### src/rtl/req_credits_wr_mc_pkg.sv
// ============================================================================
// Module  : req_credits_wr_mc_pkg
// Brief   : Shared types, constants and the beat-count helper for the
//           write-request credit gate and its read-side successor.
// Revision: 1.0 - initial release
// ============================================================================
`default_nettype none

package req_credits_wr_mc_pkg;

    localparam int AXI_DATA_BITS   = 512;
    localparam int BLEN_BITS       = 4;
    localparam int N_CRED_CHAN_MAX = 16;
    localparam int LEN_BITS        = 28;
    localparam int VADDR_BITS      = 48;
    localparam int DEST_BITS       = 4;

    typedef struct packed {
        logic [VADDR_BITS-1:0] vaddr;
        logic [LEN_BITS-1:0]   len;
        logic [DEST_BITS-1:0]  dest;
    } req_t;

    typedef logic [BLEN_BITS:0] cred_cnt_t;

    // Beats needed to carry len bytes; one extra bit so lengths past the
    // buffer depth stay distinguishable from in-range ones.
    function automatic logic [LEN_BITS:0] beats_ceil(
        input logic [LEN_BITS-1:0] len,
        input int unsigned         BEAT_LOG_BITS
    );
        logic [LEN_BITS:0] w_round;
        w_round = (LEN_BITS+1)'((64'd1 << BEAT_LOG_BITS) - 64'd1);
        return ({1'b0, len} + w_round) >> BEAT_LOG_BITS;
    endfunction

endpackage

`default_nettype wire

### src/rtl/req_credits_rr_arb.sv
// ============================================================================
// Module  : req_credits_rr_arb
// Brief   : Combinational round-robin arbiter: one-hot grant searched from
//           i_rr_ptr upward with wrap, plus the pointer value to load next.
// Revision: 1.0 - initial release
// ============================================================================
`default_nettype none

module req_credits_rr_arb #(
    parameter int N_CHAN   = 4,
    parameter int PTR_BITS = 2
) (
    input  logic [N_CHAN-1:0]   i_req,
    input  logic [PTR_BITS-1:0] i_rr_ptr,
    output logic [N_CHAN-1:0]   o_grant,
    output logic                o_any,
    output logic [PTR_BITS-1:0] o_rr_ptr_next
);

    logic w_found;

    always_comb begin
        o_grant       = '0;
        o_rr_ptr_next = i_rr_ptr;
        w_found       = 1'b0;
        for (int i = 0; i < N_CHAN; i++) begin
            int                  w_pos;
            logic [PTR_BITS-1:0] w_idx;
            w_pos = int'(i_rr_ptr) + i;
            if (w_pos >= N_CHAN) w_pos = w_pos - N_CHAN;
            w_idx = PTR_BITS'(w_pos);
            if (!w_found && i_req[w_idx]) begin
                w_found        = 1'b1;
                o_grant[w_idx] = 1'b1;
                o_rr_ptr_next  = (w_pos == N_CHAN-1) ? '0 : PTR_BITS'(w_pos + 1);
            end
        end
    end

    assign o_any = w_found;

endmodule

`default_nettype wire

### src/rtl/req_credits_wr_mc.sv
// ============================================================================
// Module  : req_credits_wr_mc
// Brief   : Multi-channel write-request credit gate. Each channel's request
//           waits for enough buffered beats, then eligible channels are
//           arbitrated round-robin onto one registered output request.
//           Optional statistics counters under REQ_CREDITS_STATS_EN.
// Revision: 1.0 - initial release
// ============================================================================
`default_nettype none

module req_credits_wr_mc
    import req_credits_wr_mc_pkg::*;
#(
    parameter int N_CHAN    = 4,
    parameter int DATA_BITS = AXI_DATA_BITS,
    parameter int MAX_BEATS = 2**BLEN_BITS
) (
    input  logic                                    aclk,
    input  logic                                    areset,
    input  logic [N_CHAN-1:0]                       s_req_valid,
    output logic [N_CHAN-1:0]                       s_req_ready,
    input  req_t [N_CHAN-1:0]                       s_req_data,
    output logic                                    m_req_valid,
    input  logic                                    m_req_ready,
    output req_t                                    m_req_data,
    input  logic [N_CHAN-1:0]                       xfer,
    output logic [N_CHAN*$clog2(MAX_BEATS+1)-1:0]   cnt_out,
    output logic [N_CHAN-1:0]                       err
`ifdef REQ_CREDITS_STATS_EN
    ,
    output logic [N_CHAN*32-1:0]                    stall_cnt,
    output logic [N_CHAN*32-1:0]                    req_cnt
`endif
);

    localparam int BEAT_BYTES = DATA_BITS / 8;
    localparam int BEAT_LOG   = $clog2(BEAT_BYTES);
    localparam int CNT_BITS   = $clog2(MAX_BEATS + 1);
    localparam int PTR_BITS   = (N_CHAN > 1) ? $clog2(N_CHAN) : 1;

    localparam logic [LEN_BITS:0]   c_max_need = (LEN_BITS+1)'(MAX_BEATS);
    localparam logic [CNT_BITS:0]   c_max_sum  = (CNT_BITS+1)'(MAX_BEATS);
    localparam logic [CNT_BITS-1:0] c_max_cnt  = CNT_BITS'(MAX_BEATS);

    logic [N_CHAN-1:0]   w_elig;
    logic [N_CHAN-1:0]   w_drop;
    logic [N_CHAN-1:0]   w_arb_req;
    logic [N_CHAN-1:0]   w_grant;
    logic                w_any;
    logic [PTR_BITS-1:0] w_ptr_next;
    logic                w_out_ok;
    req_t                w_gnt_data;

    logic [N_CHAN-1:0]   r_xfer_q;
    logic [PTR_BITS-1:0] r_rr_ptr;
    logic                r_run;
    logic                r_m_valid;
    req_t                r_m_data;

    // r_run keeps every handshake closed while reset is held and for the
    // first edge after release, so release behaves synchronously.
    assign w_out_ok  = ~r_m_valid | m_req_ready;
    assign w_arb_req = w_elig & {N_CHAN{w_out_ok & r_run}};

    req_credits_rr_arb #(
        .N_CHAN   (N_CHAN),
        .PTR_BITS (PTR_BITS)
    ) u_arb (
        .i_req         (w_arb_req),
        .i_rr_ptr      (r_rr_ptr),
        .o_grant       (w_grant),
        .o_any         (w_any),
        .o_rr_ptr_next (w_ptr_next)
    );

    assign s_req_ready = w_grant | w_drop;

    for (genvar c = 0; c < N_CHAN; c++) begin : g_chan
        logic [LEN_BITS:0]   w_need_full;
        logic [CNT_BITS:0]   w_need;
        logic [CNT_BITS:0]   w_take;
        logic [CNT_BITS:0]   w_sum;
        logic                w_oversize;
        logic [CNT_BITS-1:0] r_cnt;
        logic                r_err;

        assign w_need_full = beats_ceil(s_req_data[c].len, BEAT_LOG);
        assign w_oversize  = w_need_full > c_max_need;
        assign w_need      = w_need_full[CNT_BITS:0];
        assign w_drop[c]   = r_run & s_req_valid[c] & w_oversize;
        assign w_elig[c]   = s_req_valid[c] & ~w_oversize & ({1'b0, r_cnt} >= w_need);

        // A grant never exceeds the credit it was checked against, so the
        // subtraction cannot wrap; only the +1 side can overshoot.
        assign w_take = w_grant[c] ? w_need : '0;
        assign w_sum  = {1'b0, r_cnt} + (CNT_BITS+1)'(r_xfer_q[c]) - w_take;

        always_ff @(posedge aclk or posedge areset) begin
            if (areset) begin
                r_cnt <= '0;
                r_err <= 1'b0;
            end else begin
                if (w_sum > c_max_sum) begin
                    r_cnt <= c_max_cnt;
                    r_err <= 1'b1;
                end else begin
                    r_cnt <= w_sum[CNT_BITS-1:0];
                end
                if (w_drop[c]) r_err <= 1'b1;
            end
        end

        assign cnt_out[c*CNT_BITS +: CNT_BITS] = r_cnt;
        assign err[c]                          = r_err;
    end

    always_comb begin
        w_gnt_data = '0;
        for (int c = 0; c < N_CHAN; c++) begin
            if (w_grant[c]) w_gnt_data = s_req_data[c];
        end
    end

    always_ff @(posedge aclk or posedge areset) begin
        if (areset) begin
            r_xfer_q  <= '0;
            r_rr_ptr  <= '0;
            r_run     <= 1'b0;
            r_m_valid <= 1'b0;
            r_m_data  <= '0;
        end else begin
            r_xfer_q <= xfer;
            r_run    <= 1'b1;
            if (w_any) begin
                r_rr_ptr  <= w_ptr_next;
                r_m_valid <= 1'b1;
                r_m_data  <= w_gnt_data;
            end else if (m_req_ready) begin
                r_m_valid <= 1'b0;
            end
        end
    end

    assign m_req_valid = r_m_valid;
    assign m_req_data  = r_m_data;

`ifdef REQ_CREDITS_STATS_EN
    for (genvar c = 0; c < N_CHAN; c++) begin : g_stats
        logic [31:0] r_stall;
        logic [31:0] r_req;

        always_ff @(posedge aclk or posedge areset) begin
            if (areset) begin
                r_stall <= '0;
                r_req   <= '0;
            end else begin
                if (s_req_valid[c] && !w_elig[c] && (r_stall != 32'hFFFF_FFFF))
                    r_stall <= r_stall + 32'd1;
                if (w_grant[c])
                    r_req <= r_req + 32'd1;
            end
        end

        assign stall_cnt[c*32 +: 32] = r_stall;
        assign req_cnt[c*32 +: 32]   = r_req;
    end
`endif

endmodule

`default_nettype wire

### config.mk
export PLATFORM = sky130hd
export DESIGN_NAME = req_credits_wr_mc
export DESIGN_NICKNAME = d
export VERILOG_FILES = /design/src/rtl/req_credits_wr_mc_pkg.sv /design/src/rtl/req_credits_rr_arb.sv /design/src/rtl/req_credits_wr_mc.sv
export SDC_FILE = /design/constraint.sdc
export NUM_CORES = 1
export LEC_CHECK = 0
export BUFFER_PORTS_ARGS = -buffer_cell sky130_fd_sc_hd__buf_4
export CORE_AREA = 2 2 173 175
export CTS_CLUSTER_SIZE = 28
export DETAILED_ROUTE_END_ITERATION = 6
export DIE_AREA = 0 0 175 177
export GPL_TIMING_DRIVEN = 1
export PLACE_DENSITY = 0.64
export SLEW_MARGIN = 10
export SYNTH_ARGS = -nofsm -noshare
export SYNTH_HDL_FRONTEND = slang
export SYNTH_HIERARCHICAL = 1
export SYNTH_SLANG_ARGS = --single-unit
### constraint.sdc
create_clock -name aclk -period 27.6 [get_ports aclk]
set_input_delay 8.28 -clock aclk [delete_from_list [all_inputs] [get_ports aclk]]
set_output_delay 8.28 -clock aclk [all_outputs]
set_load 0.05 [all_outputs]
==> results.py <==
metrics = {
    "logic_synthesis": {
        "syn-num-nets": 1643,
        "synth.mux.area_fraction": 0.02509,
        "synth_top_area_share": 0.2927,
        "synth_xor_area_frac": 0.04077,
        "yosys.area.top_type": "dfrtp_1",
        "yosys_warnings": 6,
        "synth_most_common_cell": "nor2_1",
        "synth-simple-area-share": 0.2248,
        "synth_cell_types": 81,
        "synth_fa_ha_area_frac": 0.09462,
        "synth_top_family_by_area": "compound AO/OA/AOI/OAI gates",
        "async_reset_ff_frac": 1.000,
        "synth-seq-area-share": 0.2927,
        "ys_seq_elements": 112,
        "synth_area_leaders": "dfrtp_1, a21oi_1, nor2_1",
        "syn-instance-count": 1242,
        "synth_edf_count": 0,
        "syn_area_per_cell_sq_um": 7.709,
        "dominantRegCellSynth": "dfrtp_1",
        "synth_compound_area_frac": 0.2705,
        "synthTopCellsByCount": "nor2_1, a21oi_1, dfrtp_1",
        "synth.cell_area_sq_um": 9574,
    },
    "setup_path": {
        "crit_fanout": 76,
        "worst_r2r_endpoint": "g_chan[2].r_err$_DFFE_PP0P_",
        "worstSetupPathType": "in -> out",
        "reg2reg_from": "g_chan[3].r_cnt[0]$_DFF_PP0_",
        "worstRegToRegCells": 24,
        "r2r_setup_slack_ns": 21.37,
        "crit_end": "s_req_ready[2]",
        "cp-start-kind": "primary input",
        "startpoint": "s_req_data[169]",
        "crit_arrival_ns": 13.53,
        "required_ns": 19.32,
        "endpoint_kind": "output pin",
    },
    "clocking": {
        "root_buffer": "clkbuf_16",
        "ctsResizeCount": 0,
        "postCtsSetupRepairBufs": 0,
        "hold_buffers": 0,
        "cts_htree_levels": 3,
        "clk_pin_slew_worst_paths_ns": 0.09,
        "cts_tree": "built",
        "clkSinkCount": 112,
        "cts_buffers": 9,
        "clkLatencyLatePin_ns": 0.37,
        "ctsLongestPathBuffers": 2,
    },
    "global_route": {
        "grt-ovfl-total": 0,
        "grt_pass1_wl_microns": 58740,
        "groute.usage.overall": 0.2448,
        "antenna_found_initial": 1,
        "grt_pass1_vias": 10300,
        "grt_max_degree": 113,
    },
    "route": {
        "drtAntennaViolNets": 0,
        "routed-via-count": 10770,
        "routed_via_density": 5.356,
        "wl_per_cell_microns": 19.59,
        "drt-total-wl_microns": 39380,
        "drc": 0,
        "first_pass_iters": 5,
        "drt_iter0_drc": 1037,
    },
    "placed_design": {
        "place_hpwl_microns": 31270,
        "port_buffers": 439,
        "gp_congestion": 0.9273,
    },
    "sta": {
        "period_minus_slack_ns": 21.81,
        "tns_ns": 0,
        "tightestPinTransition_ns": 1.237,
        "timing.fmax_ghz": 0.04586,
        "relSlewSlack": 0.1705,
        "setup_viol": 0,
        "fin_crit_sh": 0.7901,
        "hold_viol_final": 0,
        "fin_skew_ns": 0.01192,
        "rsz0062_at_grt": "no",
        "slew_violations": 0,
    },
    "cells_and_area": {
        "fin_nets": 2015,
        "finish.utilization": 0.4583,
        "drive_above_1_share": 0.3033,
        "layout-area-overhead-vs-synth_pct": 40.00,
    },
    "power_and_ir_drop": {
        "ir_drop_uv": 45.77,
        "p_per_area_nw_per_um2": 48.28,
        "p_leak_nw": 6.381,
    },
    "floorplan": {
        "ioPinCount": 440,
        "rows": 63,
        "coreArea_sq_um": 29240,
        "die_x_microns": 175,
        "fp.dieArea_sq_um": 30980,
        "start_util": 0.3274,
        "die_height_microns": 177,
    },
    "flow_run": {
        "cap_viol_max_count": 0,
    },
    "status": {
        "outcome": "complete, no violations",
    },
    "hold_path": {
        "holdCritPathClass": "reg -> reg",
    },
}
==> stage by stage <==
step	hold WS (ns)	instances	power (mW)	setup WS [ns]	area [sq um]
floorplan	0.4403	1242	0.4004	6.675	9574
global placement	0.4567	1993	0.5055	5.989	13100
detailed placement	0.4581	1993	0.5080	5.882	13100
CTS	0.4817	2009	0.6542	5.869	13400
global route	0.4973	2010	0.6954	5.347	13400
finish	0.4845	2010	0.6472	5.794	13400
==> registers in the layout, indices dropped and copies added, names as in the netlist <==
register and flops:
m_req_data 80, g_chan.r_cnt 20, r_xfer_q 4, m_req_valid 1, r_run 1, r_rr_ptr 2
g_chan.r_err 4
==> area by class of cell <==
type / count / area [sq um]
fill: 2980 / 15840
clock buffer: 10 / 239.0
timing repair buffer: 445 / 3341
inverter: 36 / 137.6
sequential: 112 / 2803
tap: 390 / 488.0
clock inverter: 6 / 65.06
antenna: 1 / 2.502
multi-input combinational: 1010 / 6329
==> logic make-up (layout without fill, tap and decap cells) <==
group	after synthesis	count (layout)
flip-flops	112	112
other	1	2
AO/OA/AOI/OAI	420	420
XOR/XNOR	43	43
AND/OR/NAND/NOR	458	458
multiplexers	18	18
buffers and inverters	120	497
adder cells (fa/ha/maj)	70	70
==> layer usage <==
layer | vias to the layer above | wire length [microns] | global-route usage
li1 | 5244 | - | -
met1 | 5068 | 16910 | 0.3208
met2 | 408 | 19100 | 0.4104
met3 | 46 | 2531 | 0.04639
met4 | 0 | 834 | 0.07222
met5 | - | 0 | 0
==> layout by cell type, fill, tap and decap left out, drive strengths merged, types with 12 or more instances in the layout <==
cell type | synthesis | routed
dfrtp | 112 | 112
nand2 | 35 | 35
nand2b | 33 | 33
ha | 66 | 66
nor4 | 19 | 19
buf | 14 | 445
xor2 | 17 | 17
inv | 35 | 40
a22oi | 77 | 77
nor2 | 267 | 267
nand4 | 15 | 15
nand3 | 16 | 16
nor3 | 12 | 12
a21oi | 250 | 250
xnor2 | 25 | 25
==> worst min path at each step <==
stage | start | end | cells past startpoint
2_1_floorplan | g_chan[1].r_err$_DFFE_PP0P_ | g_chan[1].r_err$_DFFE_PP0P_ | 1
3_3_place_gp | g_chan[1].r_err$_DFFE_PP0P_ | g_chan[1].r_err$_DFFE_PP0P_ | 1
3_5_place_dp | g_chan[2].r_err$_DFFE_PP0P_ | g_chan[2].r_err$_DFFE_PP0P_ | 1
4_1_cts | g_chan[1].r_err$_DFFE_PP0P_ | g_chan[1].r_err$_DFFE_PP0P_ | 1
5_1_grt | g_chan[1].r_err$_DFFE_PP0P_ | g_chan[1].r_err$_DFFE_PP0P_ | 1
6_report | g_chan[1].r_err$_DFFE_PP0P_ | g_chan[1].r_err$_DFFE_PP0P_ | 1
==> power breakdown <==
group	switching, mW	internal [mW]	total (mW)	leakage [nW]
combinational	0.174	0.143	0.317	4.72
clock	0.0743	0.0675	0.142	0.151
sequential	0.0120	0.176	0.188	1.51
total	0.260	0.387	0.647	6.38
==> critical path, cell delays in order <==
cell	delay, ns
buf_4	0.12
nor4_2	0.76
a2111oi_1	0.29
a311oi_1	0.35
nor3_1	0.09
a2111oi_0	0.54
nand2_1	0.11
nor4_1	0.81
mux4_2	0.61
nor3_2	0.11
and2_4	0.20
a221o_4	0.64
or2_1	0.37
buf_4	0.20
No activity file was read; power rests on OpenSTA's default activity.
